--- config.mk ---
export PLATFORM = sky130hd
export DESIGN_NAME = mdu_iter
export DESIGN_NICKNAME = d
export VERILOG_FILES = /design/src/rtl/mdu_iter.sv
export SDC_FILE = /design/constraint.sdc
export NUM_CORES = 2
export LEC_CHECK = 0
export BUFFER_PORTS_ARGS = -buffer_cell sky130_fd_sc_hd__buf_4
export CORE_MARGIN = 4
export CORE_UTILIZATION = 25
export DETAILED_ROUTE_END_ITERATION = 12
export SLEW_MARGIN = 20
export SYNTH_ARGS = -nofsm -noshare
export SYNTH_HDL_FRONTEND = slang
export SYNTH_SLANG_ARGS = --single-unit
--- constraint.sdc ---
create_clock -name clk -period 10.4 [get_ports clk]
set_input_delay 2.08 -clock clk [delete_from_list [all_inputs] [get_ports clk]]
set_output_delay 2.08 -clock clk [all_outputs]
set_load 0.01 [all_outputs]
--- src/rtl/mdu_iter.sv ---
// Iterative multiply/divide unit: latency-modelled multiply, restoring divide, HI/LO state.
// Define MDU_MACC_EN to enable madd/maddu/msub/msubu on sel 4-7.
module mdu_iter #(
   parameter int unsigned WIDTH   = 32,
   parameter int unsigned MUL_LAT = 5
) (
   input  logic             clk,
   input  logic             rst_n,
   input  logic             req,
   input  logic             start,
   input  logic [2:0]       sel,
   input  logic             we,
   input  logic             hi_sel,
   input  logic [WIDTH-1:0] A,
   input  logic [WIDTH-1:0] B,
   output logic             busy,
   output logic [WIDTH-1:0] C
);

   localparam int unsigned MaxLat = (MUL_LAT > WIDTH) ? MUL_LAT : WIDTH;
   localparam int unsigned CntW   = $clog2(MaxLat + 1);
   localparam logic [CntW-1:0] MulInit = CntW'(MUL_LAT - 1);
   localparam logic [CntW-1:0] DivInit = CntW'(WIDTH - 1);
   localparam logic [CntW-1:0] CntOne  = CntW'(1);

   typedef enum logic [1:0] {StIdle, StMul, StDiv, StFix} state_e;

   state_e             state_q;
   logic [CntW-1:0]    cnt_q;
   logic [WIDTH-1:0]   hi_q, lo_q;
   logic [2*WIDTH-1:0] prod_q;
   logic [WIDTH-1:0]   quo_q, rem_q, dvs_q, dvd_q;
   logic               q_neg_q, r_neg_q, dvz_q;
`ifdef MDU_MACC_EN
   logic               acc_q, sub_q;
`endif

   logic               op_sgn, is_div, is_mul, a_neg, b_neg;
   logic [WIDTH-1:0]   a_abs, b_abs;
   logic [2*WIDTH-1:0] a_ext, b_ext, prod, mul_res;
   logic [WIDTH:0]     shl, diff;
   logic               fits;
   logic [WIDTH-1:0]   q_fin, r_fin;

   assign op_sgn = ~sel[0];
   assign is_div = (sel[2:1] == 2'b01);
`ifdef MDU_MACC_EN
   assign is_mul = ~is_div;
`else
   assign is_mul = (sel[2:1] == 2'b00);
`endif

   // Sign-extended operands give the correct low 2*WIDTH bits for both signednesses.
   assign a_ext = {{WIDTH{op_sgn & A[WIDTH-1]}}, A};
   assign b_ext = {{WIDTH{op_sgn & B[WIDTH-1]}}, B};
   assign prod  = a_ext * b_ext;

   assign a_neg = op_sgn & A[WIDTH-1];
   assign b_neg = op_sgn & B[WIDTH-1];
   assign a_abs = a_neg ? -A : A;
   assign b_abs = b_neg ? -B : B;

   // Remainder stays below divisor, so the trial difference fits in WIDTH+1 bits with a valid sign.
   assign shl  = {rem_q, quo_q[WIDTH-1]};
   assign diff = shl - {1'b0, dvs_q};
   assign fits = ~diff[WIDTH];

   assign q_fin = q_neg_q ? -quo_q : quo_q;
   assign r_fin = r_neg_q ? -rem_q : rem_q;

`ifdef MDU_MACC_EN
   always_comb begin
      mul_res = prod_q;
      if (acc_q) begin
         mul_res = sub_q ? ({hi_q, lo_q} - prod_q) : ({hi_q, lo_q} + prod_q);
      end
   end
`else
   assign mul_res = prod_q;
`endif

   assign busy = (state_q != StIdle);
   assign C    = hi_sel ? hi_q : lo_q;

   always_ff @(posedge clk or negedge rst_n) begin
      if (!rst_n) begin
         state_q <= StIdle;
         cnt_q   <= '0;
         hi_q    <= '0;
         lo_q    <= '0;
         prod_q  <= '0;
         quo_q   <= '0;
         rem_q   <= '0;
         dvs_q   <= '0;
         dvd_q   <= '0;
         q_neg_q <= 1'b0;
         r_neg_q <= 1'b0;
         dvz_q   <= 1'b0;
`ifdef MDU_MACC_EN
         acc_q   <= 1'b0;
         sub_q   <= 1'b0;
`endif
      end else begin
         case (state_q)
            StIdle: begin
               if (!req) begin
                  if (start) begin
                     if (is_div) begin
                        state_q <= StDiv;
                        cnt_q   <= DivInit;
                        quo_q   <= a_abs;
                        rem_q   <= '0;
                        dvs_q   <= b_abs;
                        dvd_q   <= A;
                        q_neg_q <= a_neg ^ b_neg;
                        r_neg_q <= a_neg;
                        dvz_q   <= (B == '0);
                     end else if (is_mul) begin
                        state_q <= StMul;
                        cnt_q   <= MulInit;
                        prod_q  <= prod;
`ifdef MDU_MACC_EN
                        acc_q   <= sel[2];
                        sub_q   <= sel[1];
`endif
                     end
                  end else if (we) begin
                     if (hi_sel) hi_q <= A;
                     else        lo_q <= A;
                  end
               end
            end
            StMul: begin
               if (req) begin
                  state_q <= StIdle;
                  cnt_q   <= '0;
               end else if (cnt_q == '0) begin
                  {hi_q, lo_q} <= mul_res;
                  state_q      <= StIdle;
               end else begin
                  cnt_q <= cnt_q - CntOne;
               end
            end
            StDiv: begin
               if (req) begin
                  state_q <= StIdle;
                  cnt_q   <= '0;
               end else begin
                  rem_q <= fits ? diff[WIDTH-1:0] : shl[WIDTH-1:0];
                  quo_q <= {quo_q[WIDTH-2:0], fits};
                  if (cnt_q == '0) state_q <= StFix;
                  else             cnt_q   <= cnt_q - CntOne;
               end
            end
            StFix: begin
               if (!req) begin
                  if (dvz_q) begin
                     lo_q <= '1;
                     hi_q <= dvd_q;
                  end else begin
                     lo_q <= q_fin;
                     hi_q <= r_fin;
                  end
               end
               state_q <= StIdle;
            end
            default: state_q <= StIdle;
         endcase
      end
   end

endmodule
==> run summary <==
After clock tree synthesis, the setup repair step added 0 buffers. The number of buffers created by CTS came out at 30. After clock tree synthesis, the clock-pin slew on the worst setup and hold paths is 0.06 ns. The number of iterations in the first detailed-routing pass came out at 6. The DRC violation total after the first TritonRoute iteration came out at 3,553. Counting flops with a built-in enable in the synthesized netlist gives 0.

The share of the cycle needed by the critical path after routing came out at 93.29%. The number of failing hold endpoints at the final stage came out at 0. The post-synthesis area per instance came out at 8.814 µm². The post-synthesis cell count came out at 6,161. The category of the most critical setup path is input pin to flop. The min-delay analysis places its worst path in the category flop to flop. The slew at the pin with the worst max-slew slack came out at 1.073 ns. The average via count per standard cell is 4.815. The run finished with clean final reports. The shortest period the worst path allows is 9.702 ns. The number of global-route vias before repair is 45.49k. The floorplan has 170 rows.

The vias after detailed routing came out at 43.01k. In the synthesized netlist the async set-or-reset flop fraction comes to 100.0%. The number of H-tree levels came out at 1. Across every metal layer, demand over resource in global routing totals 16.07%.

The total of warnings raised by yosys is 0. The maximum net fanout on the critical path is 37. The placed wire-length estimate came out at 142,000 µm. The placer congestion estimate is 0.9309. The routed wirelength normalized by instance count is 20.31 µm. The layout-stage area growth over the synthesis result is 9.575%. Cells with a size suffix above 1 make up 6.191% of the layout. The data required time at the worst endpoint came out at 10.84 ns. For this run, the register share of the synthesized area comes to 12.30%.

The final setup violation count came out at 0. The maximum clock frequency is 103.1 MHz. The standard cell core area came out at 0.2153 mm². The overall die height is 474.1 µm. The total of max-cap violations is 0. The main flop type after synthesis is sky130_fd_sc_hd__dfrtp_1. After detailed routing, the wire length on met1 is 72,330 µm.

After detailed routing, no signal wire sits above met5. The total overflow reported by the global router is 0. The worst slack on hold paths came out at 0.4731 ns.

Hold repair after CTS inserted 0 buffers. The routed length on met3 is 13,560 µm. The summed negative setup slack over all endpoints came out at 0 ns. The type of element capturing the critical path is a flop. The tree is rooted in a sky130_fd_sc_hd__clkbuf_16. The clock latency of the later-clocked register in the worst-skew pair is 0.58 ns. The fraction of the core area covered by cells at the end of the flow is 27.64%. The worst pin sits at a relative slew slack of 28.48%.

The max-slew violation total from the final report is 0. The critical path launch point type is an input pin. The maximum number of buffers from clock root to sink is 3. In the detailed route, the total length drawn on met2 is 85,930 µm. The synthesized area is 0.05431 mm². The initial antenna violation count came out at 32. The wire length of the first global-routing pass came out at 279,300 µm. The pin count of the biggest net entering global routing came out at 175.

The final layout contains routed wiring with a total length of 181,400 µm. TritonCTS built the clock tree. At the end of the flow, the number of nets in the layout was 7,504.

The arrival time of the worst setup path is 10.14 ns. The quantity of I/O buffers inserted on ports came out at 105. The die outline area is 0.2247 mm².

The total DRC errors in the routed layout came out at 0. The number of library cell types mapped by synthesis came out at 72. The count of nets left with antenna violations once routing finished came out at 0. The clock net sink count is 267. The number of synthesized register bits came out at 267. For this configuration, the core starts out at a cell density of 25.23%. When the netlist entered floorplanning its net count stood at 7,615. In this run the horizontal extent of the chip is 474.1 µm. In this run, post-CTS repair resized a total of 0 instances.

Setup repair after global routing left no endpoint under its margin. The clock skew came out at 0.01384 ns. The top-level port count came out at 106.
==> layer usage <==
layer,vias up,track usage [%]
met3,369,2.477
met2,1768,26.69
met5,-,0
met1,22340,20.65
li1,18520,-
met4,6,7.179
==> cells in the final DEF (no fill, tap or decap), drive strengths merged, types with 48 or more instances in the layout <==
| cell type | count |
|---|---|
| xor2 | 95 |
| nor2 | 155 |
| nand2 | 1097 |
| inv | 1167 |
| and2 | 365 |
| o21ai | 323 |
| a21oi | 209 |
| clkbuf | 48 |
| dfrtp | 267 |
| a21o | 62 |
| fa | 1126 |
| buf | 253 |
| xnor2 | 115 |
| ha | 255 |
==> layout make-up <==
| type | count | area, µm² |
|---|---|---|
| diodes | 21 | 52.55 |
| clock buffers | 48 | 949.7 |
| inverters | 1166 | 4377 |
| multi-input cells | 4332 | 41810 |
| clock inverters | 7 | 91.34 |
| flip-flops and latches | 267 | 6684 |
| repair buffers | 253 | 1989 |
| fillers | 22880 | 155800 |
| well taps | 2838 | 3551 |
==> Yosys cell counts (12+ instances only) <==
library cell               count  area (µm²)
sky130_fd_sc_hd__a21o_1       62       465.5
sky130_fd_sc_hd__a21oi_1     209        1046
sky130_fd_sc_hd__a221oi_1     19       166.4
sky130_fd_sc_hd__a22o_1       33       289.0
sky130_fd_sc_hd__a22oi_1      15       112.6
sky130_fd_sc_hd__a31oi_1      31       193.9
sky130_fd_sc_hd__and2_1      365        2283
sky130_fd_sc_hd__buf_1        49       183.9
sky130_fd_sc_hd__clkbuf_1    340        1276
sky130_fd_sc_hd__dfrtp_1     267        6681
sky130_fd_sc_hd__fa_1       1126       22540
sky130_fd_sc_hd__ha_1        255        3191
sky130_fd_sc_hd__inv_1      1166        4377
sky130_fd_sc_hd__mux2_2       35       394.1
sky130_fd_sc_hd__mux2i_1      30       300.3
sky130_fd_sc_hd__nand2_1    1097        4118
sky130_fd_sc_hd__nand2b_1     21       131.4
sky130_fd_sc_hd__nand3_1      37       185.2
sky130_fd_sc_hd__nand4_1      15       93.84
sky130_fd_sc_hd__nor2_1      155       581.8
sky130_fd_sc_hd__nor2b_1      12       75.07
sky130_fd_sc_hd__nor3_1       34       170.2
sky130_fd_sc_hd__nor4_1       14       87.58
sky130_fd_sc_hd__o21ai_0     309        1546
sky130_fd_sc_hd__o21ai_1      14       70.07
sky130_fd_sc_hd__o21bai_1     16       120.1
sky130_fd_sc_hd__o31ai_1      34       255.2
sky130_fd_sc_hd__o41ai_1      20       175.2
sky130_fd_sc_hd__or3_1        19       118.9
sky130_fd_sc_hd__or4_1        18       135.1
sky130_fd_sc_hd__xnor2_1     115        1007
sky130_fd_sc_hd__xor2_1       95       832.1
==> logic make-up after synthesis <==
family          synth area share (%)
compound gates                 9.433
xor+xnor                       3.387
fa+ha+maj                      47.38
buf+inv                        10.81
flops                          12.30
mux                            1.279
simple gates                   15.40
==> final timing paths <==
path	startpoint	to	slack [ns]	cells after the start
setup reg to reg	quo_q[31]	rem_q[17]	5.84	15
hold reg to reg	lo_q[2]	lo_q[2]	0.47	1
setup / recovery	B[4]	mul_res[62]	0.70	27
min in group asynchronous	rst_n	state_q[1]	1.53	1
max in group asynchronous	rst_n	dvz_q	7.25	3
hold / removal	lo_q[2]	lo_q[2]	0.47	1
==> state kept, by name (all words and copies together), names as in the netlist <==
register  count
dvd_q        32
cnt_q         6
hi_q         32
mul_res      64
dvs_q        32
lo_q         32
r_neg_q       1
dvz_q         1
state_q       2
quo_q        32
q_neg_q       1
rem_q        32
==> metrics by stage <==
step | area (µm²) | worst slack, ns | cells
floorplan | 54310 | 0.1445 | 6161
global placement | 58380 | 0.2359 | 8855
detailed placement | 58380 | 0.1684 | 8855
CTS | 59420 | 0.7587 | 8910
global route | 59480 | 0.2898 | 8923
finish | 59510 | 0.6984 | 8932
==> critical path, stage by stage <==
cell,delay [ns]
sky130_fd_sc_hd__buf_4,0.40
sky130_fd_sc_hd__nand2_1,0.16
sky130_fd_sc_hd__fa_1,0.51
sky130_fd_sc_hd__fa_1,0.49
sky130_fd_sc_hd__inv_1,0.05
sky130_fd_sc_hd__fa_1,0.49
sky130_fd_sc_hd__inv_1,0.08
sky130_fd_sc_hd__fa_1,0.50
sky130_fd_sc_hd__fa_1,0.52
sky130_fd_sc_hd__inv_1,0.06
sky130_fd_sc_hd__fa_1,0.50
sky130_fd_sc_hd__fa_1,0.49
sky130_fd_sc_hd__inv_1,0.05
sky130_fd_sc_hd__fa_1,0.53
sky130_fd_sc_hd__inv_1,0.06
sky130_fd_sc_hd__ha_1,0.31
sky130_fd_sc_hd__a21oi_1,0.15
sky130_fd_sc_hd__o21ai_0,0.10
sky130_fd_sc_hd__a221o_1,0.40
sky130_fd_sc_hd__a221oi_1,0.42
sky130_fd_sc_hd__o211ai_1,0.25
sky130_fd_sc_hd__buf_4,0.22
sky130_fd_sc_hd__a31oi_1,0.35
sky130_fd_sc_hd__o2111ai_1,0.27
sky130_fd_sc_hd__a41oi_1,0.31
sky130_fd_sc_hd__xor2_1,0.21
sky130_fd_sc_hd__o21ai_0,0.09
Power is not shown: default switching activity piles up to over one toggle a cycle in this logic, so the estimate is an artifact.
